`src/rtl/fpu_issue_regfile.sv`:
```
// fpu_issue_regfile: FP register file, RAW/WAW scoreboard and adder issue port
// Optional feature macro FPU_WB_FWD_EN: the same-cycle writeback is forwarded into ready and operands.
// Ports: clk, nreset (async active-low); host_we/host_addr/host_wdata load registers,
//        host_rdata is a 1-cycle registered read, host_err pulses on a dropped host write;
//        instr_valid/instr_ready/instr_srcA/instr_srcB/instr_dest form the issue request;
//        opA/opB/dest_in/new_instr drive the adder; wb_result/wb_enable/wb_dest are its writeback;
//        busy is high while adds are outstanding.
module fpu_issue_regfile #(
   parameter int NUM_REGS    = 16,
   parameter int ADD_LATENCY = 4
) (
   input  logic        clk,
   input  logic        nreset,
   input  logic        host_we,
   input  logic [3:0]  host_addr,
   input  logic [31:0] host_wdata,
   output logic [31:0] host_rdata,
   output logic        host_err,
   input  logic        instr_valid,
   output logic        instr_ready,
   input  logic [3:0]  instr_srcA,
   input  logic [3:0]  instr_srcB,
   input  logic [3:0]  instr_dest,
   output logic [31:0] opA,
   output logic [31:0] opB,
   output logic [3:0]  dest_in,
   output logic        new_instr,
   input  logic [31:0] wb_result,
   input  logic        wb_enable,
   input  logic [3:0]  wb_dest,
   output logic        busy
);
   logic [31:0]         regs [NUM_REGS];
   logic [NUM_REGS-1:0] pending, pend_eff, wb_mask, set_mask;
   logic [2:0]          out_cnt, cnt_nxt;
   logic [31:0]         rd_a, rd_b;
   logic                accept, wb_legit, host_drop;
   assign wb_mask  = {{(NUM_REGS-1){1'b0}}, wb_enable} << wb_dest;
   assign accept   = instr_valid && instr_ready;
   assign set_mask = {{(NUM_REGS-1){1'b0}}, accept} << instr_dest;
`ifdef FPU_WB_FWD_EN
   // a register being written back this cycle is no longer a hazard and its value is on wb_result
   assign pend_eff = pending & ~wb_mask;
   assign rd_a     = (wb_enable && wb_dest == instr_srcA) ? wb_result : regs[instr_srcA];
   assign rd_b     = (wb_enable && wb_dest == instr_srcB) ? wb_result : regs[instr_srcB];
`else
   assign pend_eff = pending;
   assign rd_a     = regs[instr_srcA];
   assign rd_b     = regs[instr_srcB];
`endif
   assign instr_ready = !host_we && !pend_eff[instr_srcA] && !pend_eff[instr_srcB] && !pend_eff[instr_dest];
   // a writeback to a non-pending register is a protocol error and must not decrement the count
   assign wb_legit  = wb_enable && pending[wb_dest];
   assign host_drop = host_we && (pending[host_addr] || (wb_enable && wb_dest == host_addr));
   always_comb
      cnt_nxt = (accept && !wb_legit && out_cnt != 3'(ADD_LATENCY)) ? out_cnt + 3'd1 :
                (wb_legit && !accept && out_cnt != 3'd0)            ? out_cnt - 3'd1 : out_cnt;
   always_ff @(posedge clk or negedge nreset) begin
      if (!nreset) begin
         for (int i = 0; i < NUM_REGS; i++) regs[i] <= '0;
         pending    <= '0;
         out_cnt    <= '0;
         busy       <= 1'b0;
         new_instr  <= 1'b0;
         host_err   <= 1'b0;
         host_rdata <= '0;
         opA        <= '0;
         opB        <= '0;
         dest_in    <= '0;
      end else begin
         // host_drop guarantees the two writes never target the same register
         if (wb_enable) regs[wb_dest] <= wb_result;
         if (host_we && !host_drop) regs[host_addr] <= host_wdata;
         pending    <= (pending & ~wb_mask) | set_mask;
         out_cnt    <= cnt_nxt;
         busy       <= cnt_nxt != 3'd0;
         new_instr  <= accept;
         host_err   <= host_drop;
         host_rdata <= regs[host_addr];
         if (accept) begin
            opA     <= rd_a;
            opB     <= rd_b;
            dest_in <= instr_dest;
         end
      end
   end
endmodule

```
`config.mk`:
```
export PLATFORM = sky130hd
export DESIGN_NAME = fpu_issue_regfile
export DESIGN_NICKNAME = d
export VERILOG_FILES = /design/src/rtl/fpu_issue_regfile.sv
export SDC_FILE = /design/constraint.sdc
export NUM_CORES = 2
export LEC_CHECK = 0
export ABC_AREA = 1
export BUFFER_PORTS_ARGS = -buffer_cell sky130_fd_sc_hd__buf_2
export CAP_MARGIN = 20
export CELL_PAD_IN_SITES_DETAIL_PLACEMENT = 1
export CELL_PAD_IN_SITES_GLOBAL_PLACEMENT = 2
export CORE_MARGIN = 4
export CORE_UTILIZATION = 38
export DETAILED_ROUTE_END_ITERATION = 10
export MAX_ROUTING_LAYER = met4
export PLACE_DENSITY_LB_ADDON = 0.1
export SYNTH_ARGS = -nofsm -noshare
export SYNTH_HDL_FRONTEND = slang
export SYNTH_SLANG_ARGS = --single-unit
export TNS_END_PERCENT = 30
```
`constraint.sdc`:
```
create_clock -name clk -period 2.9 [get_ports clk]
set_input_delay 0.145 -clock clk [delete_from_list [all_inputs] [get_ports clk]]
set_output_delay 0.145 -clock clk [all_outputs]
set_load 0.02 [all_outputs]
```
==> summary.md <==
| Metric | Value |
|---|---|
| Gr usage total | `0.410` |
| Place WS | `between 200 and 300 ps` |
| Final Max Slew Viols | `0` |
| Worst EP required | `3510 ps` |
| Syn_nets | `~7500` |
| Fin crit share | `0.946` |
| Layout cells sized above 1 | `0.0765` |
| Worst Path Max Fanout | `14` |
| Ranking of synthesized cells by area | `dfrtp_1, nand2_1, o21ai_0` |
| Effective utilization at floorplan | `0.384` |
| Most frequent cell after synthesis | `nand2_1` |
| Synth Instances | `between 7000 and 8000` |
| Status | `finished clean` |
| Register area share after synthesis | `0.338` |
| Synth warn | `0` |
| EDFF count, synth | `0` |
| Worst reg2reg path depth | `12` |
| Vias per cell | `roughly 6.4` |
| Number of clock buffers inserted by TritonCTS | `83` |
| Critical setup path kind | `reg -> reg` |
| FP Rows | `roughly 130` |
| Fin nets | `7370` |
| Hold crit path type | `in -> reg` |
| Reg2reg start | `pend_eff[8]` |
| PwrDens | `812 nW/um^2` |
| Synth Flop Type | `dfrtp_1` |
| Gp weighted congestion | `about 0.92` |
| Worst reg2reg path endpoint | `regs[499]` |
| Seq pwr share | `0.355` |
| Leakage | `between 20 and 25 nW` |
| DP Area | `~50000 sq um` |
| CP arrival | `3350 ps` |
| Biggest area consumer among synthesized cells | `dfrtp_1` |
| CP startpoint | `pend_eff[8]` |
| Final hold violation count | `0` |
| DR iter-0 viols | `7072` |
| TritonRoute pass-1 iters | `5` |
| Post-Route WL | `about 270 mm` |
| Aggregate global routing overflow | `0` |
| Vias in the first global route | `between 50000 and 60000` |
| P&R area growth vs syn | `12.9%` |
| Worst Setup EP | `regs[499]` |
| # placed instances | `around 9000` |
| Sink Count | `roughly 630` |
| Min Tclk post-route | `approximately 2700 ps` |
| Slew at the pin with the worst max-slew slack | `roughly 1100 ps` |
| FILL cells | `approximately 16000` |
| Unrepaired setup endpoints after global routing | `no` |
| Final Util | `0.433` |
| Max IR drop VDD | `between 0.5 and 0.6 mV` |
| Critical path capture point type | `register` |
| Clock transition at the registers of the reported paths | `~60 ps` |
| Max Cap Violations | `0` |
| First-pass GRT wire length | `387 mm` |
| Comb pwr share | `0.396` |
| Num ports | `193` |
| Internal power | `between 20 and 25 mW` |
| Remaining antenna violation count | `0` |
| Clk_lat worst skew | `roughly 680 ps` |
| Core area | `122000 sq um` |
| Initial antenna violation count | `17` |
| Final worst slack | `approximately 160 ps` |
| Switch share | `0.437` |
| Final setup viols | `0` |
| Post-synthesis average cell area | `6.30 sq um` |
| Die Height | `roughly 360 microns` |
| Startpoint Class | `register` |
| Largest net degree at the start of global routing | `139` |
| Via count | `57100` |
| H-tree depth | `3` |
| Die area | `~130000 sq um` |
| CTS Buffer Depth | `3` |
| DR DRC count | `0` |
| Fin cells | `between 8000 and 9000` |
| Final clock skew | `between 20 and 30 ps` |
| Synth async-reset ratio | `1.00` |
| Setup TNS | `0 ps` |
| # port buffers | `approximately 190` |
| Cell area after synthesis | `between 40000 and 50000 sq um` |
| R2r setup slk | `around 160 ps` |
| Fmax | `approximately 360 MHz` |
| Die width | `around 360 microns` |
| Register bit total from synthesis | `roughly 630` |
| Switching power | `between 15 and 20 mW` |
| Post-route cell area | `52900 sq um` |
| Max-slew headroom | `0.272` |
| HPWL Detailed | `151 mm` |
| Root Driver | `clkbuf_16` |
| Final hold slack | `approximately 48 ps` |
| Top-area cell type share of the netlist area | `0.338` |
| CTS tree | `done` |
| Routed WL per cell | `about 30 microns` |
| Count of cell types in the netlist | `30` |
| Commonest cells in the synthesized netlist | `nand2_1, o21ai_0, a21oi_1, dfrtp_1, clkbuf_1` |
| Clk pwr share | `0.249` |
| Final Power | `roughly 43 mW` |
[worst min-delay path by stage]
stage                            to  depth (start not counted)           from
final                      regs[31]                          3  wb_result[31]
after global routing      regs[319]                          3  wb_result[31]
after CTS                 regs[484]                          5   wb_result[4]
after detailed placement  regs[322]                          1         nreset
after global placement    regs[322]                          1         nreset
after floorplan                busy                          0         nreset
[per-layer routing]
layer  up-vias  global-route usage  part of all wire
met5         -                   -                 0
met4         0               0.160             0.048
met3       702              0.0763              0.10
met2      3166               0.604              0.42
met1     28600               0.557              0.43
li1      24700                   -                 -
[sequential cells by signal, summed over array words and instances, names as in the netlist]
signal      cells
busy            1
dest_in         4
host_err        1
host_rdata     32
new_instr       1
opA            32
opB            32
out_cnt         3
pend_eff       16
regs          512
[placed cells by master, fill, tap and decap left out, types with 3 or more instances in the layout]
cell and count:
nand2_1 2173, o21ai_0 1552, a21oi_1 709, dfrtp_1 634, inv_1 396, nand3_1 393
nor2_1 338, a22oi_1 196, buf_2 185, buf_4 114, clkbuf_16 85, buf_12 73
o221ai_1 66, o211ai_1 66, dlygate4sd3_1 66, o21a_1 64, o21ai_1 38, nand4_1 34
clkbuf_1 22, nor2_4 17, o22ai_1 17, clkbuf_8 16, nand2_4 14, clkinv_2 13
diode_2 12, inv_2 10, nand2_2 6, inv_6 5, clkinvlp_4 5, bufinv_16 5
inv_4 4, a221oi_1 3, ha_1 3, buf_8 3
[logic make-up (layout without fill, tap and decap cells)]
family,after synthesis,in the layout,share of synthesized area
simple gates,2979,2979,0.252
fa+ha+maj,3,3,0.000800
other cells,0,12,0
xor+xnor,3,3,0.000560
compound gates,2711,2711,0.313
flops,634,634,0.338
buf+inv,1120,1006,0.0962
[power by group through the flow]
stage                     logic, mW  clock network [mW]  registers [mW]
after global routing           19.1                11.1            15.5
after detailed placement       16.5                   0            15.2
final                          17.0                10.7            15.2
after floorplan                10.8                   0            14.8
after CTS                      16.7                10.8            15.1
after global placement         15.8                   0            15.1
[final cells by class]
class / count / area, sq um / area share
antenna: 12 / 30.0 / 0.000567
multi-input combinational: 5696 / 26800 / 0.505
tap: 1625 / 2030 / 0.0384
timing repair buffer: 443 / 3970 / 0.0750
sequential: 634 / 15900 / 0.300
clock buffer: 123 / 2430 / 0.0459
clock inverter: 20 / 245 / 0.00463
inverter: 420 / 1620 / 0.0305
[timing repair]
action,in CTS,in global routing
hold buffers,67,0
endpoints found under the setup margin,0,1
gates resized for setup,0,2
endpoints found under the hold margin,579,0
buffers inserted,0,4
[worst max-delay path, stage by stage (launching register included)]
cell           delay, ps
dfrtp_1              400
a22oi_1              230
o221ai_1             200
nand2_1              100
nand2_1               90
nor3_4               230
nand2_4              150
buf_4                240
nor2_4               130
buf_4                230
nand2_1               80
nand2_1               70
dlygate4sd3_1        550
(Power assumes the default switching activity.)
